File: src/rtl/cpu_pkg.sv
// Shared definitions for the pipelined MIPS core.
// Contents: the instruction-memory map (PC_RESET, IM_WORDS, IM_AW), the
// NOP encoding used for pipeline bubbles, and the fetch state enum.
package cpu_pkg;

    localparam logic [31:0] PC_RESET = 32'h0000_3000;
    localparam int unsigned IM_WORDS = 4096;
    localparam int unsigned IM_AW    = 12;
    localparam logic [31:0] NOP      = 32'h0000_0000;

    typedef enum logic {
        RUN  = 1'b0,
        HALT = 1'b1
    } fetch_state_e;

endpackage

File: src/rtl/pc_range_chk.sv
// Combinational legal-address check, shared by instruction fetch and the
// data-side address checker.
// A PC is legal when it is word aligned and lies within
// [BASE, BASE + 4*WORDS - 4]. The comparison is unsigned 32-bit, so a
// PC that wrapped past 2^32 falls below BASE and is rejected.
// Ports:
//   pc    in   32  byte address to check
//   legal out  1   1 = aligned and inside the window
module pc_range_chk
    import cpu_pkg::*;
#(
    parameter logic [31:0] BASE  = cpu_pkg::PC_RESET,
    parameter int unsigned WORDS = cpu_pkg::IM_WORDS
) (
    input  logic [31:0] pc,
    output logic        legal
);

    localparam logic [31:0] LAST = BASE + 32'(WORDS * 4) - 32'd4;

    assign legal = (pc[1:0] == 2'b00) && (pc >= BASE) && (pc <= LAST);

endmodule

File: src/rtl/fetch_sequencer.sv
// Instruction fetch sequencer for the pipelined MIPS core.
// Owns the fetch PC, addresses the instruction memory combinationally,
// captures the IF/ID pipeline register, and applies hazard stalls and
// ID-stage redirects with one architectural delay slot. Fetch halts
// (sticky until reset) on an illegal PC.
// Ports:
//   clk            in   1      clock, rising edge
//   reset          in   1      synchronous, active-high
//   stall_i        in   1      hold PC and IF/ID this cycle
//   redir_valid_i  in   1      taken branch/jump/jr in ID this cycle
//   redir_target_i in   32     redirect target byte address
//   im_addr_o      out  IM_AW  IM word address, combinational from pc_f_o
//   im_rdata_i     in   32     IM read data, same cycle
//   pc_f_o         out  32     current fetch PC
//   ifid_valid_o   out  1      IF/ID holds a real instruction
//   ifid_pc_o      out  32     PC of the IF/ID instruction
//   ifid_instr_o   out  32     IF/ID instruction word
//   fault_o        out  1      sticky: fetch halted on illegal PC
//   fault_pc_o     out  32     offending PC, valid while fault_o=1
module fetch_sequencer
    import cpu_pkg::*;
#(
    parameter logic [31:0] PC_RESET = cpu_pkg::PC_RESET,
    parameter int unsigned IM_WORDS = cpu_pkg::IM_WORDS,
    parameter int unsigned IM_AW    = cpu_pkg::IM_AW
) (
    input  logic             clk,
    input  logic             reset,
    input  logic             stall_i,
    input  logic             redir_valid_i,
    input  logic [31:0]      redir_target_i,
    output logic [IM_AW-1:0] im_addr_o,
    input  logic [31:0]      im_rdata_i,
    output logic [31:0]      pc_f_o,
    output logic             ifid_valid_o,
    output logic [31:0]      ifid_pc_o,
    output logic [31:0]      ifid_instr_o,
    output logic             fault_o,
    output logic [31:0]      fault_pc_o
);

    fetch_state_e state_q, state_d;
    logic [31:0]  pc_q, pc_d;
    logic         pend_q, pend_d;
    logic [31:0]  tgt_q, tgt_d;
    logic         ifid_valid_q, ifid_valid_d;
    logic [31:0]  ifid_pc_q, ifid_pc_d;
    logic [31:0]  ifid_instr_q, ifid_instr_d;
    logic         fault_q, fault_d;
    logic [31:0]  fault_pc_q, fault_pc_d;
    logic         pc_legal;

    pc_range_chk #(
        .BASE  (PC_RESET),
        .WORDS (IM_WORDS)
    ) u_pc_chk (
        .pc    (pc_q),
        .legal (pc_legal)
    );

    // Word offset from the IM base; bits above IM_AW are dropped by the cast.
    assign im_addr_o = IM_AW'((pc_q - PC_RESET) >> 2);

    always_comb begin
        state_d      = state_q;
        pc_d         = pc_q;
        pend_d       = pend_q;
        tgt_d        = tgt_q;
        ifid_valid_d = ifid_valid_q;
        ifid_pc_d    = ifid_pc_q;
        ifid_instr_d = ifid_instr_q;
        fault_d      = fault_q;
        fault_pc_d   = fault_pc_q;

        case (state_q)
            RUN: begin
                if (!stall_i) begin
                    if (pc_legal) begin
                        // The word fetched this cycle is the delay slot of any
                        // redirect raised now, so it is always captured.
                        ifid_valid_d = 1'b1;
                        ifid_pc_d    = pc_q;
                        ifid_instr_d = im_rdata_i;
                        // A redirect latched during a stall belongs to the branch
                        // that was held in ID and takes priority.
                        if (pend_q)
                            pc_d = tgt_q;
                        else if (redir_valid_i)
                            pc_d = redir_target_i;
                        else
                            pc_d = pc_q + 32'd4;
                        pend_d = 1'b0;
                    end else begin
                        state_d      = HALT;
                        fault_d      = 1'b1;
                        fault_pc_d   = pc_q;
                        ifid_valid_d = 1'b0;
                        ifid_pc_d    = '0;
                        ifid_instr_d = NOP;
                    end
                end else if (redir_valid_i && !pend_q) begin
                    // Only the first redirect of a stall is kept; repeats come
                    // from the same branch being held in ID.
                    pend_d = 1'b1;
                    tgt_d  = redir_target_i;
                end
            end
            HALT: begin
                // Everything holds until reset.
            end
        endcase
    end

    always_ff @(posedge clk) begin
        if (reset) begin
            state_q      <= RUN;
            pc_q         <= PC_RESET;
            pend_q       <= 1'b0;
            tgt_q        <= '0;
            ifid_valid_q <= 1'b0;
            ifid_pc_q    <= '0;
            ifid_instr_q <= '0;
            fault_q      <= 1'b0;
            fault_pc_q   <= '0;
        end else begin
            state_q      <= state_d;
            pc_q         <= pc_d;
            pend_q       <= pend_d;
            tgt_q        <= tgt_d;
            ifid_valid_q <= ifid_valid_d;
            ifid_pc_q    <= ifid_pc_d;
            ifid_instr_q <= ifid_instr_d;
            fault_q      <= fault_d;
            fault_pc_q   <= fault_pc_d;
        end
    end

    assign pc_f_o       = pc_q;
    assign ifid_valid_o = ifid_valid_q && (state_q == RUN);
    assign ifid_pc_o    = ifid_pc_q;
    assign ifid_instr_o = ifid_instr_q;
    assign fault_o      = fault_q;
    assign fault_pc_o   = fault_pc_q;

endmodule

File: config.mk
export PLATFORM = sky130hd
export DESIGN_NAME = fetch_sequencer
export DESIGN_NICKNAME = d
export VERILOG_FILES = /design/src/rtl/cpu_pkg.sv /design/src/rtl/pc_range_chk.sv /design/src/rtl/fetch_sequencer.sv
export SDC_FILE = /design/constraint.sdc
export NUM_CORES = 1
export LEC_CHECK = 0
export CORE_MARGIN = 3
export CORE_UTILIZATION = 51
export CTS_CLUSTER_DIAMETER = 120
export DETAILED_ROUTE_END_ITERATION = 7
export PLACE_DENSITY = 0.85
export SYNTH_ARGS = -nofsm -noshare
export SYNTH_HDL_FRONTEND = slang
export SYNTH_HIERARCHICAL = 1
export SYNTH_SLANG_ARGS = --single-unit
File: constraint.sdc
create_clock -name clk -period 4.15 [get_ports clk]
set_clock_uncertainty 0.05 [all_clocks]
set_input_delay 0.6225 -clock clk [delete_from_list [all_inputs] [get_ports clk]]
set_output_delay 0.6225 -clock clk [all_outputs]
set_load 0.02 [all_outputs]
==> out/results.txt <==
outcome = completed
R2R depth = 8
clock network power share = 0.251
worst-case clock buffer depth = 2
GPL Wtd Cong = 0.9648
Reg2Reg Setup Slack = 1230 ps
ANT cells = 0
CP max FO = 22
global-route usage over all layers = 0.3019
Ys Warns = 6
synthesized area per cell = 7.586 um2
Tcrit/Tclk final = 0.7045
setup violators final = 0
number of setup buffers added after CTS = 0
FF+latch count, synth = 164
final slew viol count = 0
initial antenna violation count = 0
worst hold slack = 400.0 ps
Port Buffers = 209
Comb power frac = 0.424
area occupied by multi-input gates = 3475 um2
grt ovf = 0
Final min period = 2924 ps
CTS tree = built
hpwl dp = 16360 um
Crit path arrival time = 3160 ps
iteration count of the initial detailed-routing pass = 5
Starting Density = 0.5325
H-tree depth = 4
num ports = 210
Resize count post-CTS = 0
DIE WIDTH = 124.8 um
Syn Nets = 1018
switching share of total power = 0.4154
Max Cap Violations = 0
min-delay worst type = reg -> reg
worst vdd ir = 940.6 uV
RR Endpoint = pc_f_o[5]
Main synth FF type = dfxtp_1
sw power = 2.803 mW
final WL = 24360 um
largest net degree at the start of global routing = 83
DIE HEIGHT = 124.8 um
pwr dens = 681.4 nW/um2
Final Power = 6.748 mW
cts hold-fix bufs = 0
clock-pin slew on the worst setup and hold paths = 60 ps
Seq/Total Area, Yosys = 0.4565
via count = 7757
Fmax achieved = 342.1 MHz
RSZ-0062 raised after global routing = no
Routed Antenna Nets = 0
Reg area = 3283 um2
Root Buffer Master = clkbuf_16
sequential cell fraction of total power = 0.325
die area = 15560 um2
worst r2r src = pc_f_o[27]
P_int = 3.945 mW
Fill cells = 1052
nets@finish = 1172
Worst Setup EP = pc_f_o[5]
Slew headroom = 0.1761
vias in the first global route = 6991
DRC Markers = 0
Slew @ Worst Pin = 1236 ps
count of different cell masters after synthesis = 56
via/cell ratio = 6.013
kind of end point of the critical path = register
worst path required time = 4380 ps
Hold Crit Depth = 2
drt initial violations = 872
# clock sinks = 164
crit path from = pc_f_o[27]
slowest CP cell = and2_1
leakage power total = 3.551 nW
Routed wire per std cell = 18.88 um
hold_sp = ifid_instr_o[25]
core area = 13510 um2
clock latency on the worst-skew pair = 430 ps
first-pass GRT wire length = 38050 um
share of layout cells above drive strength 1 = 0.05566
critical path launch point type = register
setup tns final = 0 ps
Cell Area, Synth = 7192 um2
worst path cell trace = nor4_2 > nand2_1 > nor3_2 > and2_1 > buf_4 > o21ai_0 > a22oi_1 > nor2_1
CTS Buf Count = 17
Mapped Cells = 948
EDFF count, synth = 0
CP Class = reg -> reg
num rows = 42
P&R area growth vs syn = 37.68%
Post-synth ARST share = 0
CP max stage delay = 630 ps
count of final hold-check violations = 0
==> cells in the mapped netlist, types with 9 or more instances <==
cell,n,area share
dfxtp_1,164,0.46
o21ai_0,34,0.024
nand4_1,9,0.0078
nand2_1,216,0.11
nand3_1,48,0.033
and3_1,40,0.035
nor2_1,57,0.030
buf_4,11,0.011
a21oi_1,156,0.11
and4_1,9,0.011
clkbuf_1,67,0.035
o211ai_1,14,0.015
inv_1,9,0.0047
==> cells by family after synthesis <==
logic type | share of synthesized area
AOI/OAI and AO/OA | 0.1980
xor gates and xnor gates | 0.001218
adders and majority gates | 0.003479
buffers and inverters | 0.06246
DFF | 0.4565
muxes | 0.01131
and+or+nand+nor | 0.2671
==> how the worst min path moves through the flow <==
stage | slack, ps | endpoint
3_3_place_gp | 390 | ifid_instr_o[16]
5_1_grt | 410 | ifid_instr_o[25]
6_report | 400 | ifid_instr_o[25]
4_1_cts | 400 | ifid_instr_o[8]
3_5_place_dp | 390 | ifid_instr_o[8]
2_1_floorplan | 380 | ifid_valid_q
==> registers in the layout, indices dropped and copies added, names as in the netlist <==
name	cells
pc_f_o	32
state_q	1
ifid_valid_q	1
ifid_pc_o	32
fault_pc_o	32
pend_q	1
fault_o	1
ifid_instr_o	32
tgt_q	32
==> power by group through the flow <==
stage,Clock (mW),Combinational (mW),Sequential (mW)
after floorplan,0,1.45,2.41
after global placement,0,2.78,2.21
after detailed placement,0,2.81,2.21
after CTS,1.70,2.83,2.18
after global routing,1.76,3.05,2.23
final,1.69,2.86,2.19
==> metal layers <==
layer  global-route usage  vias up  part of all wire
met5                    0        -                 0
met4               0.1528        0             0.045
met3              0.06732       76             0.096
met2               0.4806      462              0.46
met1               0.3849     3625              0.40
li1                     -     3594                 -
==> layout make-up <==
type | count | share of cell area
clock buffer | 22 | 0.04890
clock inverter | 9 | 0.01516
tap | 176 | 0.02224
inverter | 10 | 0.003791
multi-input combinational | 680 | 0.3509
sequential | 164 | 0.3316
timing repair buffer | 229 | 0.2274
==> placed cells by master, fill, tap and decap left out, types with 2 or more instances in the layout <==
cell	instances
a211oi_1	5
a21oi_1	156
a221oi_1	2
a22oi_1	3
a2bb2oi_1	2
a31oi_1	8
a41oi_1	2
and2_1	6
and3_1	40
and4_1	9
buf_4	20
bufinv_16	4
clkbuf_16	17
clkbuf_8	4
clkdlybuf4s50_1	208
clkinv_2	3
clkinvlp_4	2
dfxtp_1	164
ha_1	2
inv_1	9
mux2i_1	7
nand2_1	216
nand2b_1	3
nand3_1	48
nand4_1	9
nor2_1	55
nor3_1	7
nor4_1	4
nor4_2	2
nor4b_1	2
o211ai_1	14
o21ai_0	34
o221ai_1	5
o22ai_1	6
o31a_1	2
o32ai_1	3
or3_1	2
or4_1	4
==> critical path: cells and delay by family, from the launching register on <==
family | cells | cell delay, ps
compound gates | 2 | 370
buf+inv | 1 | 370
flops | 1 | 470
simple gates | 5 | 1510
==> metrics by stage <==
step / setup WS [ps] / util / std cells / cell area [um2]
floorplan: 1896 / - / 948 / 7192
global placement: 1222 / 0.6862 / 1259 / 9268
detailed placement: 1185 / 0.6862 / 1259 / 9268
CTS: 1364 / 0.7332 / 1290 / 9902
global route: 1116 / 0.7332 / 1290 / 9902
finish: 1226 / 0.7332 / 1290 / 9902
Note: power is estimated with default switching activity, not from simulation.
